<file path="src/rtl/servant_vpu_pkg.sv">
// Shared encodings for the servant VPU load/store unit: element widths,
// FSM states and the alignment rule applied to every command.
package servant_vpu_pkg;

  typedef enum logic [1:0] {
    SEW8    = 2'd0,
    SEW16   = 2'd1,
    SEW32   = 2'd2,
    SEW_BAD = 2'd3
  } sew_e;

  typedef enum logic [1:0] {
    S_IDLE  = 2'd0,
    S_RUN   = 2'd1,
    S_DRAIN = 2'd2,
    S_DONE  = 2'd3
  } state_e;

  // True when the two address LSBs are a multiple of the element size.
  function automatic logic sew_aligned(input sew_e sew, input logic [1:0] lsb);
    case (sew)
      SEW8:    return 1'b1;
      SEW16:   return ~lsb[0];
      SEW32:   return lsb == 2'b00;
      default: return 1'b0;
    endcase
  endfunction

endpackage

</file>
<file path="src/rtl/servant_vpu_lane.sv">
// Byte-lane steering between a 32-bit RAM word and one vector element:
// store packing (replicated data + byte enables) and load extraction.
module servant_vpu_lane
  import servant_vpu_pkg::*;
(
  input  sew_e        sew,
  input  logic [1:0]  st_off,
  input  logic [31:0] st_elem,
  output logic [31:0] st_dat,
  output logic [3:0]  st_sel,
  input  logic [1:0]  ld_off,
  input  logic [31:0] ld_word,
  output logic [31:0] ld_dat
);

  logic [31:0] shifted;

  always_comb begin
    // NOTE: defaults first so that every path through the case assigns every output (no latch).
    st_dat = st_elem;
    st_sel = 4'hF;
    case (sew)
      SEW8: begin
        st_dat = {4{st_elem[7:0]}};
        st_sel = 4'b0001 << st_off;
      end
      SEW16: begin
        st_dat = {2{st_elem[15:0]}};
        st_sel = st_off[1] ? 4'b1100 : 4'b0011;
      end
      default: ;
    endcase
  end

  assign shifted = ld_word >> {ld_off, 3'b000};

  always_comb begin
    ld_dat = shifted;
    case (sew)
      SEW8:    ld_dat = {24'h0, shifted[7:0]};
      SEW16:   ld_dat = {16'h0, shifted[15:0]};
      default: ;
    endcase
  end

endmodule

</file>
<file path="src/rtl/servant_vpu_lsu.sv">
// Strided vector load/store initiator on the servant RAM VPU port: one
// element access per cycle, load data written back to the VRF one cycle later.
module servant_vpu_lsu
  import servant_vpu_pkg::*;
#(
  parameter int aw    = 18,
  parameter int MAXVL = 32,
  parameter int vlw   = $clog2(MAXVL + 1),
  parameter int iw    = $clog2(MAXVL)
) (
  input  logic            i_wb_clk,
  input  logic            i_wb_rst_n,
  input  logic            i_cmd_valid,
  output logic            o_cmd_ready,
  input  logic            i_cmd_store,
  input  logic [1:0]      i_cmd_sew,
  input  logic [aw-1:0]   i_cmd_base,
  input  logic [31:0]     i_cmd_stride,
  input  logic [vlw-1:0]  i_cmd_vl,
  output logic            o_vpu_request_rd,
  output logic            o_vpu_request_wr,
  output logic [aw-3:0]   o_vpu_adr,
  output logic [31:0]     o_vpu_dat,
  output logic [3:0]      o_vpu_sel,
  input  logic [31:0]     i_ram_rdt,
  output logic [iw-1:0]   o_vrf_rd_idx,
  input  logic [31:0]     i_vrf_rd_dat,
  output logic            o_vrf_we,
  output logic [iw-1:0]   o_vrf_wr_idx,
  output logic [31:0]     o_vrf_wr_dat,
  output logic            o_busy,
  output logic            o_done,
  output logic            o_err
);

  state_e          state;
  logic            store_q;
  sew_e            sew_q;
  logic [aw-1:0]   a;
  logic [aw-1:0]   stride_q;
  logic [vlw-1:0]  vl_q;
  logic [vlw-1:0]  k;
  logic            err_q;
  logic            ld_valid;
  logic [1:0]      ld_off;
  logic [iw-1:0]   ld_idx;

  sew_e            cmd_sew;
  logic            cmd_legal;
  logic            last;
  logic            run;
  logic [31:0]     lane_st_dat;
  logic [3:0]      lane_st_sel;
  logic [31:0]     lane_ld_dat;
  logic            stride_hi_unused;

  assign cmd_sew   = sew_e'(i_cmd_sew);
  assign cmd_legal = sew_aligned(cmd_sew, i_cmd_base[1:0]) &&
                     sew_aligned(cmd_sew, i_cmd_stride[1:0]);
  assign last      = (k == vl_q - vlw'(1));
  assign run       = (state == S_RUN);

  // Addresses wrap modulo 2^aw, so stride bits above aw never matter.
  assign stride_hi_unused = ^i_cmd_stride[31:aw];

  always_ff @(posedge i_wb_clk or negedge i_wb_rst_n) begin
    if (!i_wb_rst_n) begin
      state    <= S_IDLE;
      store_q  <= 1'b0;
      sew_q    <= SEW8;
      a        <= '0;
      stride_q <= '0;
      vl_q     <= '0;
      k        <= '0;
      err_q    <= 1'b0;
      ld_valid <= 1'b0;
      ld_off   <= '0;
      ld_idx   <= '0;
    end else begin
      // NOTE: non-blocking assignments so every register samples pre-edge values.
      ld_valid <= run && !store_q;
      ld_off   <= a[1:0];
      ld_idx   <= k[iw-1:0];
      case (state)
        S_IDLE: begin
          if (i_cmd_valid) begin
            store_q  <= i_cmd_store;
            sew_q    <= cmd_sew;
            a        <= i_cmd_base;
            stride_q <= i_cmd_stride[aw-1:0];
            vl_q     <= i_cmd_vl;
            k        <= '0;
            err_q    <= !cmd_legal;
            state    <= (!cmd_legal || i_cmd_vl == '0) ? S_DONE : S_RUN;
          end
        end
        S_RUN: begin
          a <= a + stride_q;
          k <= k + vlw'(1);
          if (last) state <= store_q ? S_DONE : S_DRAIN;
        end
        S_DRAIN: state <= S_DONE;
        S_DONE:  state <= S_IDLE;
        default: state <= S_IDLE;
      endcase
    end
  end

  servant_vpu_lane u_lane (
    .sew     (sew_q),
    .st_off  (a[1:0]),
    .st_elem (i_vrf_rd_dat),
    .st_dat  (lane_st_dat),
    .st_sel  (lane_st_sel),
    .ld_off  (ld_off),
    .ld_word (i_ram_rdt),
    .ld_dat  (lane_ld_dat)
  );

  assign o_cmd_ready      = (state == S_IDLE);
  assign o_busy           = (state != S_IDLE);
  assign o_done           = (state == S_DONE);
  assign o_err            = o_done && err_q;
  assign o_vpu_request_rd = run && !store_q;
  assign o_vpu_request_wr = run && store_q;
  assign o_vpu_adr        = run ? a[aw-1:2] : '0;
  assign o_vpu_sel        = o_vpu_request_rd ? 4'hF :
                            o_vpu_request_wr ? lane_st_sel : 4'h0;
  assign o_vpu_dat        = o_vpu_request_wr ? lane_st_dat : '0;
  assign o_vrf_rd_idx     = k[iw-1:0];
  assign o_vrf_we         = ld_valid;
  assign o_vrf_wr_idx     = ld_idx;
  assign o_vrf_wr_dat     = ld_valid ? lane_ld_dat : '0;

endmodule

</file>
<file path="config.mk">
export PLATFORM = sky130hd
export DESIGN_NAME = servant_vpu_lsu
export DESIGN_NICKNAME = d
export VERILOG_FILES = /design/src/rtl/servant_vpu_pkg.sv /design/src/rtl/servant_vpu_lane.sv /design/src/rtl/servant_vpu_lsu.sv
export SDC_FILE = /design/constraint.sdc
export NUM_CORES = 1
export LEC_CHECK = 0
export ABC_AREA = 1
export BUFFER_PORTS_ARGS = -buffer_cell sky130_fd_sc_hd__buf_2
export CAP_MARGIN = 20
export CORE_ASPECT_RATIO = 0.5
export CORE_MARGIN = 2
export CORE_UTILIZATION = 50
export DETAILED_ROUTE_END_ITERATION = 10
export PLACE_DENSITY = 0.82
export SLEW_MARGIN = 20
export SYNTH_ARGS = -nofsm -noshare
export SYNTH_HDL_FRONTEND = slang
export SYNTH_HIERARCHICAL = 1
export SYNTH_SLANG_ARGS = --single-unit
</file>
<file path="constraint.sdc">
create_clock -name i_wb_clk -period 1.95 [get_ports i_wb_clk]
set_input_delay 0.195 -clock i_wb_clk [delete_from_list [all_inputs] [get_ports i_wb_clk]]
set_output_delay 0.195 -clock i_wb_clk [all_outputs]
set_load 0.02 [all_outputs]
</file>
==> flow_summary.json, run 1 <==
{
  "startpoint_type": "flop",
  "grt_pass1_vias": 5683,
  "dr.pass1.iters": 5,
  "cts_root_buf": "clkbuf_16",
  "dieArea_um2": 12300,
  "drt_wl_total_mm": 15.6,
  "dp_hpwl_mm": 11.7,
  "pre_cts_ws_ns": 0.0490,
  "synth_top_area_share_pct": 27.3,
  "setup_viol": 0,
  "dp_cells": 1282,
  "clock_latency_ns": 0.33,
  "gr-total-overflow": 0,
  "wl_per_cell_um": 11.9,
  "numPortBuffers": 212,
  "synth-seq-area-share_pct": 27.3,
  "hold_class": "in -> reg",
  "rows": 27,
  "finalWeightedCongestion": 0.879,
  "maxCapViolCount": 0,
  "numClockSinks": 62,
  "yosysWarnings": 6,
  "diodes": 0,
  "io_pins": 227,
  "drt_iter0_markers": 330,
  "vias": 6325,
  "crit_arrival_ns": 1.63,
  "grt_first_pass_wirelength_mm": 25.2,
  "fin_crit_sh_pct": 93.7,
  "vdd_drop_max_v": 0.000850,
  "outcome": "finished, final reports clean",
  "via_per_inst": 4.85,
  "cts_buffers": 9,
  "ys_ff_latch": 62,
  "tritoncts": "yes",
  "fin_area_um2": 7220,
  "synth.avg_cell_area_um2": 5.95,
  "placed_cell_area_um2": 6760,
  "grt_max_degree": 63,
  "hold_depth": 2,
  "die_h_um": 79.4,
  "worstSetupPathType": "reg -> out",
  "final_nets": 1303,
  "fin_cells": 1304,
  "drcViolationCount": 0,
  "area_delta_synth_final_pct": 27.0,
  "final-hold-violation-count": 0,
  "crit_required_ns": 1.75,
  "cts_max_path_buffers": 2,
  "synth_cells": 955,
  "clock_skew_ns": 0.00551,
  "worst_slew_pin_slew_ns": 0.337,
  "syn_nets": 1104,
  "drt.antenna.violating_nets": 0,
  "fmax_ghz": 0.547,
  "antenna_found_initial": 1,
  "synth_top_area_cell": "dfrtp_1",
  "reg2reg_depth": 12,
  "syn_area_um2": 5690,
  "coreArea_um2": 11000,
  "start_util_pct": 51.5,
  "drv_slew": 0,
  "clk_pin_slew_worst_paths_ns": 0.06,
  "tns_ns": 0,
  "rsz0062_at_grt": "false",
  "fin_crit_ns": 1.83,
  "die_w_um": 155,
  "worst_setup_path_end_kind": "primary output",
  "p_leak_nw": 4.73,
  "finalWorstSetupSlack_ns": 0.123,
  "layout-drive-gt1-share_pct": 26.1,
  "power.density_nw_per_um2": 1710,
  "worstPathMaxFanout": 16,
  "synth_area_leaders": "dfrtp_1 (27%), nand2_1 (22%), inv_1 (11%)",
  "htreeDepth": 3,
  "track_usage_pct": 24.7,
  "yosysUniqueCellTypes": 37,
  "slew_headroom_pct": 77.5
}
registers in the layout (all words and copies together) (netlist names):
name and flops:
a 18, stride_q 18, k 6, vl_q 6
o_vrf_wr_idx 5, ld_off 2, sew_q 2, state 2
err_q 1, o_vrf_we 1, store_q 1
routing by layer:
metal / track usage (%) / vias up / wire, µm
met5: 0 / - / 13
met4: 5.56 / 2 / 194
met3: 4.56 / 25 / 863
met2: 46.0 / 199 / 7680
met1: 30.1 / 2845 / 6800
li1: - / 3254 / -
synth_stat cells, drive strengths merged:
cell type / number
nor3: 7
o21a: 2
a31oi: 3
and2: 2
nor3b: 1
nand3: 63
o22ai: 1
nor2: 136
or2: 2
xor2: 4
o211ai: 3
xnor2: 2
a21oi: 35
clkbuf: 12
clkinv: 1
ha: 22
nand4: 1
buf: 35
dfrtp: 62
fa: 1
o21ai: 29
mux2: 18
inv: 176
nand2: 337
path summary, 6_finish.rpt:
| check | start | endpoint | slack (ns) |
|---|---|---|---|
| max reg2reg | a[0] | a[14] | 0.15 |
| min | i_cmd_stride[12] | stride_q[12] | 0.09 |
| max in group asynchronous | i_wb_rst_n | sew_q[0] | 1.26 |
| min in group asynchronous | i_wb_rst_n | stride_q[6] | 0.41 |
| min reg2reg | k[2] | o_vrf_wr_idx[2] | 0.45 |
| max | sew_q[1] | o_vrf_wr_dat[21] | 0.12 |
layout by cell type (no fill, tap or decap), drive strengths merged, types with 4 or more instances in the layout:
master,instances
xor2,4
buf,234
nor3,7
o21ai,29
clkbuf,10
a21oi,35
inv,177
nand2,337
dfrtp,62
nor2,136
ha,22
mux2,18
nand3,63
cells by family (layout without fill, tap and decap cells):
family	Yosys count	in the layout	share of synthesized area, %
AND/OR/NAND/NOR	549	549	38.8
buffers and inverters	224	428	17.3
AO/OA/AOI/OAI	73	73	7.00
flip-flops	62	62	27.3
adder cells (fa/ha/maj)	23	23	5.19
multiplexers	18	18	3.56
XOR/XNOR	6	6	0.924
area by class of cell:
class	instances	area, µm²
Tap cell	145	181
Fill cell	1026	3830
Inverter	177	677
Clock inverter	6	70.1
Multi-Input combinational cell	669	3220
Timing Repair Buffer	235	1280
Sequential cell	62	1550
Clock buffer	10	239
stage by stage:
| step | hold WS [ns] | total power, mW | utilization, % |
|---|---|---|---|
| finish | 0.0933 | 12.3 | 65.4 |
| global route | 0.0873 | 13.6 | 65.4 |
| CTS | 0.0902 | 12.0 | 64.1 |
| detailed placement | 0.232 | 10.2 | 61.2 |
| global placement | 0.226 | 10.0 | 61.2 |
| floorplan | -0.101 | 8.46 | - |
critical path: stages, from the launching register on:
cell and delay (ns):
dfrtp_2 0.48, buf_4 0.16, buf_4 0.13, nand2_4 0.18
nor2_1 0.08, nand2_1 0.08, inv_1 0.04, buf_2 0.15
where the power goes:
part | leakage (nW) | internal (mW) | switching, mW
combinational | 3.84 | 3.03 | 5.20
clock | 0.141 | 1.03 | 0.627
sequential | 0.748 | 1.90 | 0.542
total | 4.73 | 5.96 | 6.37
repair_timing:
| action | 4_1_cts | 5_1_grt |
|---|---|---|
| gates resized for setup | 1 | 20 |
| endpoints found under the hold margin | 62 | 0 |
| pin swaps | 1 | 2 |
| hold buffers | 1 | 0 |
| buffers inserted | 0 | 5 |
| setup endpoints to repair | 15 | 56 |
Note: power is estimated with default switching activity, not from simulation.
==> inputs of run 2 (changes only) <==
CORE_UTILIZATION = 51   (was 50)
CTS_BUF_LIST = sky130_fd_sc_hd__clkbuf_4   (was default)
PLACE_DENSITY = 0.83   (was 0.82)
==> run 2 against run 1 <==
Compared with the run above:
- register-to-register slack worse by 0.03 ns
- die area down 1.9%
- largest cell class unchanged
- sequential cell count is the same
- clock skew grew 0.012 ns
- maximum frequency decreased by 4.8%
- utilization grew 2.5 points
- sequential share of layout area down 0.51 points
- final cell count rose by 1.6%
==> flow_summary.json, run 2 (same netlist as run 1, synthesis figures left out) <==
{
  "via_per_inst": 4.85,
  "dp_cells": 1283,
  "tns_ns": 0,
  "rsz0062_at_grt": "true",
  "drt.antenna.violating_nets": 0,
  "drv_slew": 0,
  "crit_required_ns": 1.75,
  "fin_crit_sh_pct": 98.4,
  "layout-drive-gt1-share_pct": 26.8,
  "track_usage_pct": 25.3,
  "startpoint_type": "flop",
  "setup_viol": 0,
  "power.total_mw": 12.1,
  "finalWorstSetupSlack_ns": 0.0314,
  "clock_skew_ns": 0.0174,
  "worst_slew_pin_slew_ns": 0.350,
  "min_from": "i_cmd_vl[1]",
  "io_pins": 227,
  "min_to": "vl_q[1]",
  "slew_headroom_pct": 76.6,
  "cts_buffers": 9,
  "regToRegStartpoint": "a[4]",
  "die_h_um": 78.7,
  "fin_area_um2": 7410,
  "dieArea_um2": 12100,
  "cts_max_path_buffers": 2,
  "layout_commonest_cell": "nand2_1",
  "clk_pin_slew_worst_paths_ns": 0.12,
  "final_nets": 1323,
  "fmax_ghz": 0.521,
  "vdd_drop_max_v": 0.000864,
  "outcome": "finished, final reports clean",
  "grt_pass1_vias": 5783,
  "crit_arrival_ns": 1.72,
  "hold_class": "in -> reg",
  "power.density_nw_per_um2": 1630,
  "worst_setup_path_end_kind": "primary output",
  "r2r_slack_ns": 0.12,
  "cts_root_buf": "clkbuf_4",
  "drt_wl_total_mm": 16.0,
  "r2r_end": "a[15]",
  "drt_iter0_markers": 429,
  "maxCapViolCount": 0,
  "hold_depth": 3,
  "worstSetupPathType": "reg -> out",
  "wl_per_cell_um": 12.0,
  "whs_ns": 0.0163,
  "drcViolationCount": 0,
  "tritoncts": "yes",
  "die_w_um": 153,
  "grt_max_degree": 63,
  "reg_top3": "a (18), stride_q (18)",
  "antenna_found_initial": 0,
  "coreArea_um2": 10900,
  "vias": 6426,
  "fin_crit_ns": 1.92,
  "htreeDepth": 3,
  "dr.pass1.iters": 7,
  "gr-total-overflow": 0,
  "p_leak_nw": 4.77,
  "placed_cell_area_um2": 6780,
  "rows": 27,
  "dp_hpwl_mm": 11.9,
  "grt_first_pass_wirelength_mm": 25.4,
  "final_cell_mix": "nand2_1 (329), buf_2 (186), inv_1 (169)",
  "worstPathMaxFanout": 9,
  "reg2reg_depth": 11,
  "clock_latency_ns": 0.43,
  "start_util_pct": 52.1,
  "fin_cells": 1325,
  "pre_cts_ws_ns": 0.0426,
  "n_fill_cell": 997,
  "finalWeightedCongestion": 0.903,
  "postLayoutCoreUtil_pct": 67.9,
  "area_delta_synth_final_pct": 30.3,
  "final-hold-violation-count": 0,
  "numPortBuffers": 212,
  "numClockSinks": 62
}
-- run 2: worst max-delay path, stage by stage, from the launching register on --
cell     delay, ns
dfrtp_2       0.44
buf_4         0.14
nor2_4        0.09
buf_12        0.14
nand2_1       0.07
nand3_1       0.09
inv_1         0.05
nor2_2        0.14
buf_6         0.13
-- run 2: timing repair --
action / CTS / global route
setup buffers: 3 / 3
hold buffers: 14 / 4
resized for setup: 8 / 60
pin swaps: 2 / 6
hold endpoints to repair: 75 / 4
gates cloned: 0 / 1
setup endpoints to repair: 53 / 78
-- run 2: routing by layer --
layer  GRT usage, %  up-vias  part of all wire, %
li1               -     3301                    -
met1           31.2     2914                   44
met2           46.8      193                   49
met3           4.47       18                  6.0
met4           5.14        0                  1.2
met5              0        -                    0
-- run 2: power breakdown --
| group | internal (mW) | switching (mW) | leakage (nW) |
|---|---|---|---|
| Clock | 0.661 | 0.501 | 0.0942 |
| Sequential | 1.89 | 0.533 | 0.746 |
| Combinational | 3.19 | 5.27 | 3.93 |
-- run 2: worst max-delay path by stage --
stage | start | cells after the start | slack, ns | end
3_5_place_dp | a[0] | 12 | 0.04 | a[12]
6_report | sew_q[1] | 8 | 0.03 | o_vpu_dat[26]
3_3_place_gp | a[0] | 12 | 0.1 | a[12]
2_1_floorplan | a[0] | 12 | 0.17 | a[16]
5_1_grt | sew_q[1] | 8 | -0.06 | o_vpu_dat[26]
4_1_cts | sew_q[1] | 7 | 0.006 | o_vpu_dat[31]
-- run 2: layout make-up --
cell class / instances / area [µm²] / area share [%]
repair buffers: 254 / 1560 / 21.0
diodes: 1 / 2.50 / 0.0338
inverters: 177 / 684 / 9.24
flip-flops and latches: 62 / 1560 / 21.0
clock buffers: 10 / 75.1 / 1.01
multi-input cells: 669 / 3230 / 43.6
clock inverters: 6 / 110 / 1.49
well taps: 145 / 181 / 2.45
repair inverters: 1 / 6.26 / 0.0845
